## src/rtl/fetch_queue.sv

```systemverilog
// fetch_queue: decoupling FIFO between fetch and decode.
//
// Instructions arrive tagged with a 1-bit epoch. Any instruction whose epoch
// differs from the local epoch is accepted and then discarded, and it is
// counted in a saturating drop counter. A redirect flushes every held entry
// and toggles the local epoch, in lockstep with the fetch stage's global epoch.
//
// Handshakes: a transfer happens on a rising edge where valid && ready.
// The producer holds its payload stable while valid && !ready. in_ready and
// dec_valid depend on registered state only, never on the partner's signal.
//
// Ports:
//   clk, rst_n            clock, asynchronous active-low reset
//   in_valid/in_ready     fetch-side handshake; in_pc, in_inst, in_epoch payload
//   redirect_valid        flush the queue and toggle the local epoch
//   dec_valid/dec_ready   decode-side handshake (show-ahead head entry)
//   dec_pc/dec_inst/dec_epoch  head entry payload, zero when the queue is empty
//   count                 current occupancy (0..DEPTH)
//   drop_count            stale instructions discarded, saturating
module fetch_queue #(
   parameter int DEPTH  = 4,
   parameter int DROP_W = 16
) (
   input  logic                     clk,
   input  logic                     rst_n,
   input  logic                     in_valid,
   output logic                     in_ready,
   input  logic [31:0]              in_pc,
   input  logic [31:0]              in_inst,
   input  logic                     in_epoch,
   input  logic                     redirect_valid,
   output logic                     dec_valid,
   input  logic                     dec_ready,
   output logic [31:0]              dec_pc,
   output logic [31:0]              dec_inst,
   output logic                     dec_epoch,
   output logic [$clog2(DEPTH):0]   count,
   output logic [DROP_W-1:0]        drop_count
);

   localparam int PW = $clog2(DEPTH);
   localparam int CW = PW + 1;
   localparam logic [CW-1:0] FULL = CW'(DEPTH);

   logic [31:0]   pc_mem    [DEPTH];
   logic [31:0]   inst_mem  [DEPTH];
   logic          epoch_mem [DEPTH];

   logic [PW-1:0] head;
   logic [PW-1:0] tail;
   logic          cur_epoch;

   logic          in_fire;
   logic          deq_fire;
   logic          stale;
   logic          wr_en;
   logic          rd_en;
   logic          drop_en;

   assign in_ready  = (count != FULL);
   assign dec_valid = (count != '0);
   assign in_fire   = in_valid && in_ready;
   assign deq_fire  = dec_valid && dec_ready;
   assign stale     = (in_epoch != cur_epoch);

   // A redirect overrides every other state change in its cycle.
   assign wr_en   = in_fire && !stale && !redirect_valid;
   assign rd_en   = deq_fire && !redirect_valid;
   assign drop_en = in_fire && stale && !redirect_valid && (drop_count != '1);

   assign dec_pc    = dec_valid ? pc_mem[head]    : 32'h0;
   assign dec_inst  = dec_valid ? inst_mem[head]  : 32'h0;
   assign dec_epoch = dec_valid ? epoch_mem[head] : 1'b0;

   // Storage has no reset; an entry is only read once count says it is live.
   always_ff @(posedge clk) begin
      if (wr_en) begin
         pc_mem[tail]    <= in_pc;
         inst_mem[tail]  <= in_inst;
         epoch_mem[tail] <= in_epoch;
      end
   end

   always_ff @(posedge clk or negedge rst_n) begin
      if (!rst_n) begin
         head      <= '0;
         tail      <= '0;
         count     <= '0;
         cur_epoch <= 1'b0;
      end else if (redirect_valid) begin
         head      <= '0;
         tail      <= '0;
         count     <= '0;
         cur_epoch <= ~cur_epoch;
      end else begin
         // Pointers wrap naturally because DEPTH is a power of two.
         if (wr_en) tail <= tail + 1'b1;
         if (rd_en) head <= head + 1'b1;
         if (wr_en && !rd_en)      count <= count + 1'b1;
         else if (rd_en && !wr_en) count <= count - 1'b1;
      end
   end

   always_ff @(posedge clk or negedge rst_n) begin
      if (!rst_n)       drop_count <= '0;
      else if (drop_en) drop_count <= drop_count + 1'b1;
   end

endmodule

```

## config.mk

```make
export PLATFORM = sky130hd
export DESIGN_NAME = fetch_queue
export DESIGN_NICKNAME = d
export VERILOG_FILES = /design/src/rtl/fetch_queue.sv
export SDC_FILE = /design/constraint.sdc
export NUM_CORES = 1
export LEC_CHECK = 0
export ABC_AREA = 0
export BUFFER_PORTS_ARGS = -buffer_cell sky130_fd_sc_hd__buf_2
export CELL_PAD_IN_SITES_DETAIL_PLACEMENT = 0
export CELL_PAD_IN_SITES_GLOBAL_PLACEMENT = 1
export CORE_ASPECT_RATIO = 2
export CORE_MARGIN = 4
export CORE_UTILIZATION = 49
export DETAILED_ROUTE_END_ITERATION = 10
export PLACE_DENSITY_LB_ADDON = 0.1
export SLEW_MARGIN = 20
export SYNTH_ARGS = -nofsm -noshare
export SYNTH_HDL_FRONTEND = slang
export SYNTH_SLANG_ARGS = --single-unit
```

## constraint.sdc

```tcl
create_clock -name clk -period 3.9 [get_ports clk]
set_input_delay 0.585 -clock clk [delete_from_list [all_inputs] [get_ports clk]]
set_output_delay 0.585 -clock clk [all_outputs]
set_load 0.005 [all_outputs]
```

# Word-level counts from Yosys, hierarchy flattened
# Memory sizes are Yosys's and may differ from the RTL's.
# Cells that the tools add are included.
# word_totals
wordCells,47
ram_bits,260
memories,3
regBits,24
input_bits,70
# op_classes
bitwise,1
n_mux,12
add_sub_neg,5
eq_ne,3
n_reduce_logical,18
# mem_list
memory,depth,width,read_ports,rd_ports_with_merged_regs,write_ports,line,rtl
inst_mem,4,32,1,0,1,46,logic [31:0] inst_mem [DEPTH];
pc_mem,4,32,1,0,1,45,logic [31:0] pc_mem [DEPTH];
epoch_mem,4,1,1,0,1,47,logic epoch_mem [DEPTH];
# op_table
op,count
32-bit two-way mux,2
"16-bit by 1-bit adder with 16-bit output, second input constant",1
"16-bit inequality test, second input constant",1
1-bit logical AND,10
3-bit two-way mux,3
2-bit two-way mux,4
3-bit nonzero test,2
"2-bit by 1-bit adder with 2-bit output, second input constant",2
1-bit logical NOT,4
2-bit nonzero test,2
"3-bit by 1-bit adder with 3-bit output, second input constant",1
1-bit two-way mux,3
"3-bit inequality test, second input constant",1
"3-bit by 1-bit subtractor with 3-bit output, second input constant",1
1-bit inequality test,1
1-bit inverter,1

# Longest topological paths before layout
# depth
depth_word,9
ltp_mapped,8
mapped_depth_nobuf,7

# Worst setup path before layout
# No wires, ideal clock.
# synth_timing
kind,input port to flip-flop
start,in redirect_valid
end,"mem epoch_mem[0], enable pin"
setup_slack_ps,823
required_ps,3470
arrival_time_ps,2647
setup_time_ps,430
path_stages,3
path_buffers,0
path_cell_list,nand2b_1 > nor3_1 > and2_1
# synth_via
elab_chain_cells,4
# synth_lines
element,line,rtl
"start, declared",31,"input logic redirect_valid,"
1-bit logical NOT,67,assign wr_en = in_fire && !stale && !redirect_valid;
1-bit logical AND,67,
1-bit two-way mux,77,if (wr_en) begin
1-bit two-way mux (not written as such),80,epoch_mem[tail] <= in_epoch;
"end, declared",47,
# Every way passes these cells.

# Final worst setup path
# layout_timing
start,reg head[0]
end,out dec_inst[10]
# layout_via
elab_chain_cells,2
# layout_lines
element,line,rtl
"start, declared",49,logic [PW-1:0] head;
"start signal, assigned",98,if (rd_en) head <= head + 1'b1;
memory read 4 x 32 bit,n/a,
32-bit two-way mux,72,assign dec_inst = dec_valid ? inst_mem[head] : 32'h0;
"end, declared",35,"output logic [31:0] dec_inst,"
# Every way passes these cells.

==> impl_metrics.ini <==
[outcome]
status = completed

[sta]
rsz0062_at_grt = false
final-hold-violation-count = 0
setup_tns_ns = 0
fin_crit_sh_pct = 79.8
skew_ns = 0.0107
fmax_ghz = 0.321
post-route-min-period_ns = 3.11
setup_viol = 0
tightest_slew_ns = 1.06
drv_slew = 0
slew_headroom_pct = 28.7

[logic_synthesis]
synth_fp_nets = 621
synth_area_um2 = 11100
yosysTopAreaCell = edfxtp_1
ys_types = 36
synth_top_area_share_pct = 70.2
async_flop_share_pct = 8.45
synth_common_cells = 260 x edfxtp_1, 70 x and2_1, 65 x mux4_2, 24 x dfrtp_1, 16 x clkbuf_1
yosysWarnings = 0
ys.flop_type = edfxtp_1
seq_area_frac_synth_pct = 75.6
synth.area.top_cells = edfxtp_1 70%, mux4_2 13%, dfrtp_1 5.4%
yosysMostFrequentCell = edfxtp_1
synth-seq-cells = 284
syn_inst = 545
synth-edff-count = 260
avgSynthCellArea_um2 = 20.4

[detailed_routing]
via_per_inst = 5.58
met3_length_um = 1010
drt_iter0_markers = 283
ant_nets = 0
wl_met2_um = 13100
drc_errors = 0
dr_total_vias = 5602
wl_met1_um = 7990
routed.top_layer = met4
drt-total-wl_um = 23100
detail_route.wl_per_cell_um = 23.0
first_pass_iters = 4

[min_path]
hold_class = in2async

[worst_setup_path]
cp_top_family = flip-flops
max_stage_delay_ns = 0.77
cp-end-kind = primary output
cp_max_fo = 26
cp.buffers_inverters = 2
arrival_ns = 2.53
startpoint_type = flop
crit_chain = buf_4 -> mux4_2 -> and2_1 -> buf_2
required_ns = 3.31
crit_type = reg2out
critPathSlowestCell = dfrtp_4

[cells_and_area]
drive_above_1_share_pct = 37.6
final.fill_count = 1681
nets = 788
area_growth_pct = 17.2
post-route-util_pct = 58.6

[clock_tree]
clockBufferDepth = 3
cts_setup_buffers = 0
cts_sinks = 284
cts_buffers = 25
cts_hold_buf = 0
cts_max_level = 1
ctsResizeCount = 0
insertion_delay_ns = 0.52
cts_tree = built
cts-root-buf = clkbuf_16
clk_pin_slew_worst_paths_ns = 0.07

[global_route]
grt_pass1_vias = 6332
grt_use_total_pct = 18.7
antenna_found_initial = 1
grt_max_degree = 70
grt_pass1_wl_um = 36100
overflow = 0

[floorplan]
die_area_um2 = 25300
start_util_pct = 50.0
die_y_um = 221
die_w_um = 115
rows = 77
io_pins = 156
core_area_um2 = 22300

[placement]
place_congestion = 0.843
dp_hpwl_um = 15000
io_buffer_count = 155

[pwr]
peakVddDrop_uv = 766
power_frac_seq_pct = 45.4
power_frac_clock_pct = 27.9
p_comb_share_pct = 26.7
switching_power_w = 0.00230
p_int_w = 0.00599
p_per_area_nw_per_um2 = 635
swShare_pct = 27.7
p_leak_nw = 4.59

[job]
maxCapViolations = 0
==> cell usage in the layout, fill, tap and decap left out, types with 2 or more instances in the layout <==
cell type and instances:
and2_1 66, and2_4 4, and3_1 3, and4_1 3
buf_12 4, buf_2 155, buf_4 6, bufinv_16 2
clkbuf_1 5, clkbuf_16 25, clkinv_1 8, clkinv_2 2
dfrtp_1 22, dfrtp_4 2, edfxtp_1 260, ha_1 5
inv_1 5, mux2_2 3, mux4_2 65, nand2_1 7
nand2b_1 2, nand3_1 6, nand4_1 6, nand4b_1 2
nor2_1 10, nor3_1 4, nor3b_1 2, nor4_1 5
nor4_2 2, o2111ai_1 2, o211ai_1 2, or3_2 2
xnor2_1 9, xor2_1 13
==> logic make-up (layout without fill, tap and decap cells) <==
family	count (synthesis)	after routing	share of synthesized area, %
fa+ha+maj	6	6	0.742
compound gates	8	8	0.517
other cells	0	1	0
flops	284	284	75.6
simple gates	127	127	6.87
buf+inv	30	212	1.08
xor+xnor	22	22	1.73
mux	68	68	13.5
==> final timing paths <==
path                           startpoint        endpoint  slack [ns]  cells past startpoint
setup / recovery                  head[0]    dec_inst[10]        0.79                      4
hold / removal                      rst_n  drop_count[12]        0.05                      1
setup reg to reg                 count[0]        count[2]        1.10                      7
hold reg to reg            drop_count[15]  drop_count[15]        0.52                      1
max in group asynchronous           rst_n         head[1]        3.41                      1
min in group clk               in_inst[1]  inst_mem[1][1]        0.27                      1
==> sequential cells by signal, summed over array words and instances (netlist names) <==
name        cells
tail            2
epoch_mem       4
cur_epoch       1
inst_mem      128
pc_mem        128
count           3
drop_count     16
head            2
==> stage by stage <==
stage | setup WS (ns) | cell area (um2) | total power, W | instances | hold WS (ns)
final | 0.788 | 13000 | 0.00829 | 1004 | 0.0481
after global routing | 0.612 | 13000 | 0.00875 | 1004 | 0.0839
after CTS | 0.694 | 13000 | 0.00844 | 1003 | 0.0526
after detailed placement | 1.08 | 12300 | 0.00612 | 961 | 0.516
after global placement | 1.17 | 12300 | 0.00609 | 961 | 0.508
after floorplan | 0.823 | 11100 | 0.00510 | 545 | 0.289
==> metal layers <==
layer | global-route usage, % | vias up
li1 | - | 2501
met1 | 21.3 | 2891
met2 | 34.0 | 154
met3 | 2.62 | 56
met4 | 8.86 | 0
met5 | 0 | -
==> power groups by stage <==
stage	Clock (W)	Sequential (W)	Combinational [W]
after floorplan	0	0.00370	0.00140
after global placement	0	0.00382	0.00226
after detailed placement	0	0.00384	0.00228
after CTS	0.00237	0.00377	0.00230
after global routing	0.00250	0.00379	0.00245
final	0.00231	0.00376	0.00221
==> area by class of cell <==
class | instances | area (um2) | share of cell area (%)
flip-flops and latches | 284 | 8420 | 64.5
inverters | 5 | 18.8 | 0.144
multi-input cells | 231 | 2610 | 20.0
clock buffers | 30 | 644 | 4.94
repair buffers | 165 | 901 | 6.91
well taps | 276 | 345 | 2.65
diodes | 1 | 2.50 | 0.0192
clock inverters | 12 | 100 | 0.768
(Power assumes the default switching activity.)
